[src/rtl/operand_bypass_unit_pkg.sv]
// rtl/operand_bypass_unit_pkg.sv - shared widths, tracker entry type and helpers for the operand bypass unit
// Contents: REG_ADDR_W, T_W, REG_ZERO, entry_t {valid, dst, tnew}, sel_w(), tnew_dec()
package bypass_pkg;

    localparam int REG_ADDR_W = 5;
    localparam int T_W        = 2;

    localparam logic [REG_ADDR_W-1:0] REG_ZERO = '0;

    typedef struct packed {
        logic                  valid;
        logic [REG_ADDR_W-1:0] dst;
        logic [T_W-1:0]        tnew;
    } entry_t;

    // Width of a per-operand select: 0 = register file, k+1 = stage k.
    function automatic int sel_w(input int depth);
        return $clog2(depth + 1);
    endfunction

    function automatic logic [T_W-1:0] tnew_dec(input logic [T_W-1:0] t);
        return (t == '0) ? '0 : t - T_W'(1);
    endfunction

endpackage

[src/rtl/operand_bypass_unit_if.sv]
// rtl/operand_bypass_unit_if.sv - decode/bypass handshake bundle with master (decode) and slave (bypass unit) modports
// Signals: flush, d_valid, d_dst, d_tnew, d_src, d_tuse, d_rf_data, stg_data -> bypass unit
//          fwd_data, fwd_sel, stall <- bypass unit
interface operand_bypass_unit_if #(
    parameter int DATA_W     = 32,
    parameter int REG_ADDR_W = 5,
    parameter int NUM_SRC    = 2,
    parameter int DEPTH      = 3,
    parameter int T_W        = 2,
    parameter int SEL_W      = $clog2(DEPTH + 1)
);

    logic                          flush;
    logic                          d_valid;
    logic [REG_ADDR_W-1:0]         d_dst;
    logic [T_W-1:0]                d_tnew;
    logic [NUM_SRC*REG_ADDR_W-1:0] d_src;
    logic [NUM_SRC*T_W-1:0]        d_tuse;
    logic [NUM_SRC*DATA_W-1:0]     d_rf_data;
    logic [DEPTH*DATA_W-1:0]       stg_data;
    logic [NUM_SRC*DATA_W-1:0]     fwd_data;
    logic [NUM_SRC*SEL_W-1:0]      fwd_sel;
    logic                          stall;

    modport master (
        output flush, d_valid, d_dst, d_tnew, d_src, d_tuse, d_rf_data, stg_data,
        input  fwd_data, fwd_sel, stall
    );

    modport slave (
        input  flush, d_valid, d_dst, d_tnew, d_src, d_tuse, d_rf_data, stg_data,
        output fwd_data, fwd_sel, stall
    );

endinterface

[src/rtl/operand_bypass_unit_entry.sv]
// rtl/operand_bypass_unit_entry.sv - one tracked pipeline stage: load/shift, saturating tnew decrement, clear
// Ports: clk, reset (async, active-high), clear (flush), entry_in (from decode or younger stage), entry_q (held entry)
module bypass_entry
    import bypass_pkg::*;
(
    input  logic   clk,
    input  logic   reset,
    input  logic   clear,
    input  entry_t entry_in,
    output entry_t entry_q
);

    entry_t entry_d;

    // The countdown is applied as the entry moves in, so an entry sitting in a
    // stage always shows the cycles still needed from that stage onward.
    always_comb begin
        entry_d = '0;
        if (!clear && entry_in.valid) begin
            entry_d.valid = 1'b1;
            entry_d.dst   = entry_in.dst;
            entry_d.tnew  = tnew_dec(entry_in.tnew);
        end
    end

    always_ff @(posedge clk or posedge reset) begin
        if (reset) begin
            entry_q <= '0;
        end else begin
            entry_q <= entry_d;
        end
    end

endmodule

[src/rtl/operand_bypass_unit.sv]
// rtl/operand_bypass_unit.sv - in-order pipeline bypass/hazard unit: writer tracker, priority forwarding, stall
// Ports: clk, reset (async, active-high), bus (operand_bypass_unit_if.slave),
//        stall_cnt [31:0] only when BYPASS_PERF_EN is defined (saturating stall-cycle count)
// Register-address and tnew/tuse widths come from bypass_pkg because the entry struct is shared.
module operand_bypass_unit
    import bypass_pkg::*;
#(
    parameter int DATA_W  = 32,
    parameter int NUM_SRC = 2,
    parameter int DEPTH   = 3
) (
    input  logic clk,
    input  logic reset,
    operand_bypass_unit_if.slave bus
`ifdef BYPASS_PERF_EN
    ,
    output logic [31:0] stall_cnt
`endif
);

    localparam int SEL_W = sel_w(DEPTH);

    entry_t stage_in [DEPTH];
    entry_t stage_q  [DEPTH];
    entry_t head_entry;

    logic                      stall_raw;
    logic                      stall;
    logic                      load;
    logic [NUM_SRC*DATA_W-1:0] fwd_data_c;
    logic [NUM_SRC*SEL_W-1:0]  fwd_sel_c;

    // Flush overrides any hazard: the stalled consumer is being discarded anyway.
    assign stall = stall_raw & ~bus.flush;
    assign load  = bus.d_valid & ~stall & ~bus.flush & (bus.d_dst != REG_ZERO);

    always_comb begin
        head_entry = '0;
        if (load) begin
            head_entry.valid = 1'b1;
            head_entry.dst   = bus.d_dst;
            head_entry.tnew  = bus.d_tnew;
        end
    end

    for (genvar g = 0; g < DEPTH; g++) begin : g_stage
        if (g == 0) begin : g_head
            assign stage_in[g] = head_entry;
        end else begin : g_tail
            assign stage_in[g] = stage_q[g-1];
        end

        bypass_entry u_entry (
            .clk      (clk),
            .reset    (reset),
            .clear    (bus.flush),
            .entry_in (stage_in[g]),
            .entry_q  (stage_q[g])
        );
    end

    // Per operand, scan oldest to youngest so the youngest match is the one left
    // standing; older writers to the same register are hidden (WAW in flight).
    always_comb begin
        logic [REG_ADDR_W-1:0] src;
        logic [T_W-1:0]        tuse;
        logic                  hit;
        int                    hit_k;
        logic [T_W-1:0]        hit_tnew;

        stall_raw  = 1'b0;
        fwd_data_c = '0;
        fwd_sel_c  = '0;

        for (int i = 0; i < NUM_SRC; i++) begin
            src      = bus.d_src[i*REG_ADDR_W +: REG_ADDR_W];
            tuse     = bus.d_tuse[i*T_W +: T_W];
            hit      = 1'b0;
            hit_k    = 0;
            hit_tnew = '0;

            for (int k = DEPTH - 1; k >= 0; k--) begin
                if (stage_q[k].valid && stage_q[k].dst == src) begin
                    hit      = 1'b1;
                    hit_k    = k;
                    hit_tnew = stage_q[k].tnew;
                end
            end

            if (src == REG_ZERO) begin
                fwd_data_c[i*DATA_W +: DATA_W] = '0;
                fwd_sel_c[i*SEL_W +: SEL_W]    = '0;
            end else if (hit && hit_tnew == '0) begin
                fwd_data_c[i*DATA_W +: DATA_W] = bus.stg_data[hit_k*DATA_W +: DATA_W];
                fwd_sel_c[i*SEL_W +: SEL_W]    = SEL_W'(hit_k + 1);
            end else begin
                // No writer, or the youngest writer is not ready yet: the RF value
                // is presented, and stall below covers the case where it matters.
                fwd_data_c[i*DATA_W +: DATA_W] = bus.d_rf_data[i*DATA_W +: DATA_W];
                fwd_sel_c[i*SEL_W +: SEL_W]    = '0;
            end

            if (src != REG_ZERO && hit && hit_tnew > tuse) begin
                stall_raw = 1'b1;
            end
        end
    end

    assign bus.fwd_data = fwd_data_c;
    assign bus.fwd_sel  = fwd_sel_c;
    assign bus.stall    = stall;

`ifdef BYPASS_PERF_EN
    logic [31:0] stall_cnt_q;
    logic [31:0] stall_cnt_d;

    always_comb begin
        stall_cnt_d = stall_cnt_q;
        if (stall && stall_cnt_q != 32'hFFFF_FFFF) begin
            stall_cnt_d = stall_cnt_q + 32'd1;
        end
    end

    always_ff @(posedge clk or posedge reset) begin
        if (reset) begin
            stall_cnt_q <= '0;
        end else begin
            stall_cnt_q <= stall_cnt_d;
        end
    end

    assign stall_cnt = stall_cnt_q;
`endif

endmodule
[src/flat_wrapper.sv]
// flat-port wrapper written by rule: the top's interface ports become plain ports
module operand_bypass_unit_flat import bypass_pkg::*;
#(
    parameter int DATA_W  = 32,
    parameter int NUM_SRC = 2,
    parameter int DEPTH   = 3
)
  (clk, reset, bus_flush, bus_d_valid, bus_d_dst, bus_d_tnew, bus_d_src, bus_d_tuse, bus_d_rf_data, bus_stg_data, bus_fwd_data, bus_fwd_sel, bus_stall);
  operand_bypass_unit_if #(.DATA_W(DATA_W), .NUM_SRC(NUM_SRC), .DEPTH(DEPTH)) bus_i ();
  input  logic clk;
  input  logic reset;
  input wire logic [$bits(bus_i.flush)-1:0] bus_flush;
  input wire logic [$bits(bus_i.d_valid)-1:0] bus_d_valid;
  input wire logic [$bits(bus_i.d_dst)-1:0] bus_d_dst;
  input wire logic [$bits(bus_i.d_tnew)-1:0] bus_d_tnew;
  input wire logic [$bits(bus_i.d_src)-1:0] bus_d_src;
  input wire logic [$bits(bus_i.d_tuse)-1:0] bus_d_tuse;
  input wire logic [$bits(bus_i.d_rf_data)-1:0] bus_d_rf_data;
  input wire logic [$bits(bus_i.stg_data)-1:0] bus_stg_data;
  output wire logic [$bits(bus_i.fwd_data)-1:0] bus_fwd_data;
  output wire logic [$bits(bus_i.fwd_sel)-1:0] bus_fwd_sel;
  output wire logic [$bits(bus_i.stall)-1:0] bus_stall;
  assign bus_i.flush = bus_flush;
  assign bus_i.d_valid = bus_d_valid;
  assign bus_i.d_dst = bus_d_dst;
  assign bus_i.d_tnew = bus_d_tnew;
  assign bus_i.d_src = bus_d_src;
  assign bus_i.d_tuse = bus_d_tuse;
  assign bus_i.d_rf_data = bus_d_rf_data;
  assign bus_i.stg_data = bus_stg_data;
  assign bus_fwd_data = bus_i.fwd_data;
  assign bus_fwd_sel = bus_i.fwd_sel;
  assign bus_stall = bus_i.stall;
  operand_bypass_unit #(.DATA_W(DATA_W), .NUM_SRC(NUM_SRC), .DEPTH(DEPTH)) u_core (.clk(clk), .reset(reset), .bus(bus_i));
endmodule
[config.mk]
export PLATFORM = sky130hd
export DESIGN_NAME = operand_bypass_unit_flat
export DESIGN_NICKNAME = d
export VERILOG_FILES = /design/src/rtl/operand_bypass_unit_pkg.sv /design/src/rtl/operand_bypass_unit_if.sv /design/src/rtl/operand_bypass_unit_entry.sv /design/src/rtl/operand_bypass_unit.sv /design/src/flat_wrapper.sv
export SDC_FILE = /design/constraint.sdc
export NUM_CORES = 1
export LEC_CHECK = 0
export CORE_MARGIN = 10
export CORE_UTILIZATION = 39
export CTS_BUF_LIST = sky130_fd_sc_hd__clkbuf_4 sky130_fd_sc_hd__clkbuf_8
export DETAILED_ROUTE_END_ITERATION = 7
export PLACE_DENSITY_LB_ADDON = 0.1
export SYNTH_ARGS = -nofsm -noshare
export SYNTH_HDL_FRONTEND = slang
export SYNTH_SLANG_ARGS = --single-unit
[constraint.sdc]
create_clock -name clk -period 3.6 [get_ports clk]
set_clock_uncertainty 0.1 [all_clocks]
set_input_delay 0.36 -clock clk [delete_from_list [all_inputs] [get_ports clk]]
set_output_delay 0.36 -clock clk [all_outputs]
set_load 0.01 [all_outputs]
==> impl_metrics.prom <==
# TYPE chip_impl_metric gauge
chip_impl_info{name="setup.worst_path.class",value="in -> out"} 1
chip_impl_metric{name="final.setup.worst_slack",unit="ns"} 0.1420
chip_impl_metric{name="clk_pin_slew_worst_paths",unit="ns"} 0.08
chip_impl_metric{name="pin_count_of_the_biggest_net_entering_global_routing",unit=""} 35
chip_impl_metric{name="drt_first_pass_iters",unit=""} 5
chip_impl_metric{name="synth_fp_nets",unit=""} 676
chip_impl_metric{name="timing.max_cap.violations",unit=""} 0
chip_impl_metric{name="clock_tree.htree_level_count",unit=""} 1
chip_impl_metric{name="post_place_setup_slack",unit="ns"} -0.3415
chip_impl_metric{name="worstPathArrival",unit="ns"} 3.00
chip_impl_metric{name="timing.critical_path.fanout_max",unit=""} 26
chip_impl_metric{name="synthCells",unit=""} 487
chip_impl_info{name="synth_top_area_cell",value="sky130_fd_sc_hd__a211oi_2"} 1
chip_impl_info{name="synth.top_cells.by_area",value="sky130_fd_sc_hd__a211oi_2 18%, sky130_fd_sc_hd__o32a_1 16%, sky130_fd_sc_hd__dfrtp_1 15%, sky130_fd_sc_hd__o22ai_1 9.8%, sky130_fd_sc_hd__a21oi_1 8.0%"} 1
chip_impl_metric{name="route.detailed.drc",unit=""} 0
chip_impl_metric{name="num_antenna_cells",unit=""} 0
chip_impl_metric{name="maxSlewViolCount",unit=""} 0
chip_impl_metric{name="vias",unit=""} 5667
chip_impl_metric{name="postSynthAreaPerCell",unit="sq um"} 8.394
chip_impl_metric{name="max_freq",unit="GHz"} 0.2892
chip_impl_metric{name="grt_pass1_vias",unit=""} 5712
chip_impl_metric{name="synth-edff-count",unit=""} 0
chip_impl_metric{name="initial_core_util",unit=""} 0.3977
chip_impl_info{name="critical_path.endpoint_type",value="primary output"} 1
chip_impl_metric{name="port-buffer-count",unit=""} 253
chip_impl_metric{name="clock_insertion_delay_worst_skew",unit="ns"} 0.25
chip_impl_metric{name="drt-total-wl",unit="mm"} 21.85
chip_impl_info{name="synth_top_flop_cell",value="sky130_fd_sc_hd__dfrtp_1"} 1
chip_impl_metric{name="gp_congestion",unit=""} 0.9446
chip_impl_metric{name="number_of_antenna_violations_at_the_first_check_in_global_routing",unit=""} 0
chip_impl_metric{name="finalWorstPathRequiredPeriod",unit="ns"} 3.458
chip_impl_metric{name="leakage",unit="nW"} 2.771
chip_impl_metric{name="design.core.area",unit="sq um"} 10280
chip_impl_info{name="worst_r2r_startpoint",value="u_core.g_stage[1].u_entry.entry_q[2]"} 1
chip_impl_metric{name="grtUsageTotal",unit=""} 0.2695
chip_impl_metric{name="timing.critical_path.required",unit="ns"} 3.14
chip_impl_metric{name="share_of_layout_cells_above_drive_strength_1",unit=""} 0.2301
chip_impl_metric{name="area_growth_syn_to_layout",unit="%"} 80.29
chip_impl_metric{name="post-layout-total-power",unit="mW"} 1.035
chip_impl_metric{name="initialDrtViolationCount",unit=""} 771
chip_impl_metric{name="relSlewSlack",unit=""} 0.4426
chip_impl_metric{name="final_nets",unit=""} 955
chip_impl_metric{name="grt_pass1_wl",unit="mm"} 32.93
chip_impl_metric{name="hpwl",unit="mm"} 17.04
chip_impl_metric{name="timing_hold_violations_final",unit=""} 0
chip_impl_metric{name="synthDistinctLibCells",unit=""} 39
chip_impl_metric{name="io-pin-count",unit=""} 254
chip_impl_info{name="crit_path_end",value="bus_fwd_data[3]"} 1
chip_impl_info{name="cts.root.buffer_cell",value="sky130_fd_sc_hd__clkbuf_8"} 1
chip_impl_metric{name="number_of_flip_flops_under_the_largest_register_name",unit=""} 24
chip_impl_metric{name="timing_worst_slew_pin_value",unit="ns"} 0.8352
chip_impl_info{name="most_common_cell_after_layout_fill_and_taps_aside",value="sky130_fd_sc_hd__clkdlybuf4s50_1"} 1
chip_impl_metric{name="antenna_left",unit=""} 0
chip_impl_metric{name="setup_viol",unit=""} 0
chip_impl_info{name="timing.critical_path.from",value="bus_d_src[0]"} 1
chip_impl_info{name="outcome",value="complete, no violations"} 1
chip_impl_metric{name="totalNegativeSetupSlack",unit="ns"} 0
chip_impl_info{name="rr_endpoint",value="u_core.g_stage[0].u_entry.entry_q[1]"} 1
chip_impl_metric{name="tritoncts.num_buffers",unit=""} 3
chip_impl_metric{name="post_dr_vias_cell",unit=""} 6.290
chip_impl_metric{name="globalRouteOverflowTotal",unit=""} 0
chip_impl_info{name="critPathLaunchType",value="primary input"} 1
chip_impl_metric{name="ys_seq_area_frac",unit=""} 0.1469
chip_impl_metric{name="irDropWorstVdd",unit="mV"} 0.3019
chip_impl_metric{name="power_density",unit="nW/um^2"} 140.4
chip_impl_metric{name="syn_area",unit="sq um"} 4088
chip_impl_metric{name="design.die.area",unit="sq um"} 14980
chip_impl_metric{name="ys_async_sr_fraction",unit=""} 1.000
chip_impl_metric{name="regToRegSetupSlack",unit="ns"} 0.51
chip_impl_info{name="cts_tree",value="yes"} 1
chip_impl_metric{name="cts-hold-fix-buffers",unit=""} 0
chip_impl_info{name="regMostFlops",value="u_core.g_stage.u_entry.entry_q"} 1
chip_impl_metric{name="synthesis.yosys.warnings",unit=""} 0
chip_impl_metric{name="final_worst_path_period_share",unit=""} 0.9606
chip_impl_metric{name="die_width",unit="microns"} 122.4
chip_impl_metric{name="clock_sinks",unit=""} 24
chip_impl_metric{name="die_ht",unit="microns"} 122.4
chip_impl_metric{name="clockBufferDepth",unit=""} 2
chip_impl_metric{name="synth-seq-cells",unit=""} 24
chip_impl_info{name="most_frequent_cells_in_the_layout",value="176 x sky130_fd_sc_hd__clkdlybuf4s50_1, 71 x sky130_fd_sc_hd__dlygate4sd2_1, 64 x sky130_fd_sc_hd__o32a_1, 64 x sky130_fd_sc_hd__o22ai_1, 64 x sky130_fd_sc_hd__a21oi_1"} 1
chip_impl_info{name="min_path_type",value="reg -> reg"} 1
chip_impl_info{name="reg.largest.list",value="u_core.g_stage.u_entry.entry_q x24"} 1
chip_impl_metric{name="rows",unit=""} 37
chip_impl_metric{name="routedWlPerCell",unit="microns"} 24.25
chip_impl_metric{name="synthDominantCellAreaShare",unit=""} 0.1837
chip_impl_metric{name="reg2regPathDepth",unit=""} 14
==> where the power goes <==
group / leakage [nW] / total [mW] / switching (mW) / internal, mW
registers: 0.330 / 0.280 / 0.00627 / 0.274
logic: 2.41 / 0.583 / 0.241 / 0.342
clock network: 0.0288 / 0.172 / 0.0745 / 0.0972
total: 2.77 / 1.03 / 0.322 / 0.713
==> layout make-up <==
type,instances,area [sq um]
Multi-Input combinational cell,391,3226
Sequential cell,24,600.6
Clock buffer,4,55.05
Tap cell,136,170.2
Inverter,11,41.29
Timing Repair Buffer,335,3277
Fill cell,838,2908
==> metal layers <==
metal | track usage | up-vias | wire (microns) | part of all wire
met5 | 0 | - | 0 | 0
met4 | 0.05744 | 0 | 582 | 0.027
met3 | 0.05923 | 41 | 2078 | 0.095
met2 | 0.4670 | 358 | 10660 | 0.49
met1 | 0.3349 | 2697 | 8532 | 0.39
li1 | - | 2571 | - | -
==> worst max-delay path: stages <==
cell and delay, ns:
sky130_fd_sc_hd__clkdlybuf4s50_1 0.44, sky130_fd_sc_hd__xor2_1 0.16, sky130_fd_sc_hd__nor4_2 0.40, sky130_fd_sc_hd__and2_2 0.28, sky130_fd_sc_hd__buf_4 0.13, sky130_fd_sc_hd__buf_6 0.24, sky130_fd_sc_hd__nor2_2 0.11, sky130_fd_sc_hd__buf_12 0.17
sky130_fd_sc_hd__o22ai_1 0.28, sky130_fd_sc_hd__a211oi_2 0.12, sky130_fd_sc_hd__dlygate4sd2_1 0.30
==> repair_timing <==
item                                   in CTS  in global routing
endpoints found under the hold margin       0                  0
gates resized for setup                    94                 16
setup endpoints to repair                  69                 64
setup buffers                               6                  2
pin swaps                                   5                  8
==> kinds of logic (layout without fill, tap and decap cells) <==
family                     Yosys count  in the layout  synth area share
and+or+nand+nor                     78             78            0.1114
AOI/OAI and AO/OA                  279            279            0.5748
DFF                                 24             24            0.1469
adders and majority gates            4              4           0.01224
xor gates and xnor gates            30             30           0.06428
buffers and inverters               72            350           0.09030
==> metrics by stage <==
step	hold slack [ns]	util	instances	area, sq um
floorplan	0.2746	-	487	4088
global placement	0.4048	0.7019	889	7213
detailed placement	0.4247	0.7019	889	7213
CTS	0.4374	0.7098	899	7295
global route	0.4630	0.7171	901	7370
finish	0.4442	0.7171	901	7370
==> how the worst min path moves through the flow <==
stage | slack, ns | endpoint | cells after the start | from
floorplan | 0.27 | u_core.g_stage[0].u_entry.entry_q[0] | 1 | reset
finish | 0.44 | u_core.g_stage[2].u_entry.entry_q[0] | 1 | u_core.g_stage[1].u_entry.entry_q[0]
detailed placement | 0.42 | u_core.g_stage[2].u_entry.entry_q[0] | 1 | u_core.g_stage[1].u_entry.entry_q[0]
CTS | 0.44 | u_core.g_stage[2].u_entry.entry_q[0] | 1 | u_core.g_stage[1].u_entry.entry_q[0]
global route | 0.46 | u_core.g_stage[2].u_entry.entry_q[0] | 1 | u_core.g_stage[1].u_entry.entry_q[0]
global placement | 0.40 | u_core.g_stage[2].u_entry.entry_q[0] | 1 | u_core.g_stage[1].u_entry.entry_q[0]
==> synthesized netlist by cell type, types with 5 or more instances <==
master                      n
sky130_fd_sc_hd__o22ai_1   64
sky130_fd_sc_hd__buf_2      7
sky130_fd_sc_hd__buf_6     11
sky130_fd_sc_hd__xor2_1     8
sky130_fd_sc_hd__a211oi_2  60
sky130_fd_sc_hd__and2_1    13
sky130_fd_sc_hd__nand4_1    5
sky130_fd_sc_hd__clkbuf_1  41
sky130_fd_sc_hd__nor2_1    14
sky130_fd_sc_hd__o32a_1    64
sky130_fd_sc_hd__xnor2_1   22
sky130_fd_sc_hd__and3_1     5
sky130_fd_sc_hd__nand2_1   13
sky130_fd_sc_hd__dfrtp_1   24
sky130_fd_sc_hd__and2_4     5
sky130_fd_sc_hd__inv_1     11
sky130_fd_sc_hd__a211oi_1   7
sky130_fd_sc_hd__a21oi_1   65
(Power assumes the default switching activity.)
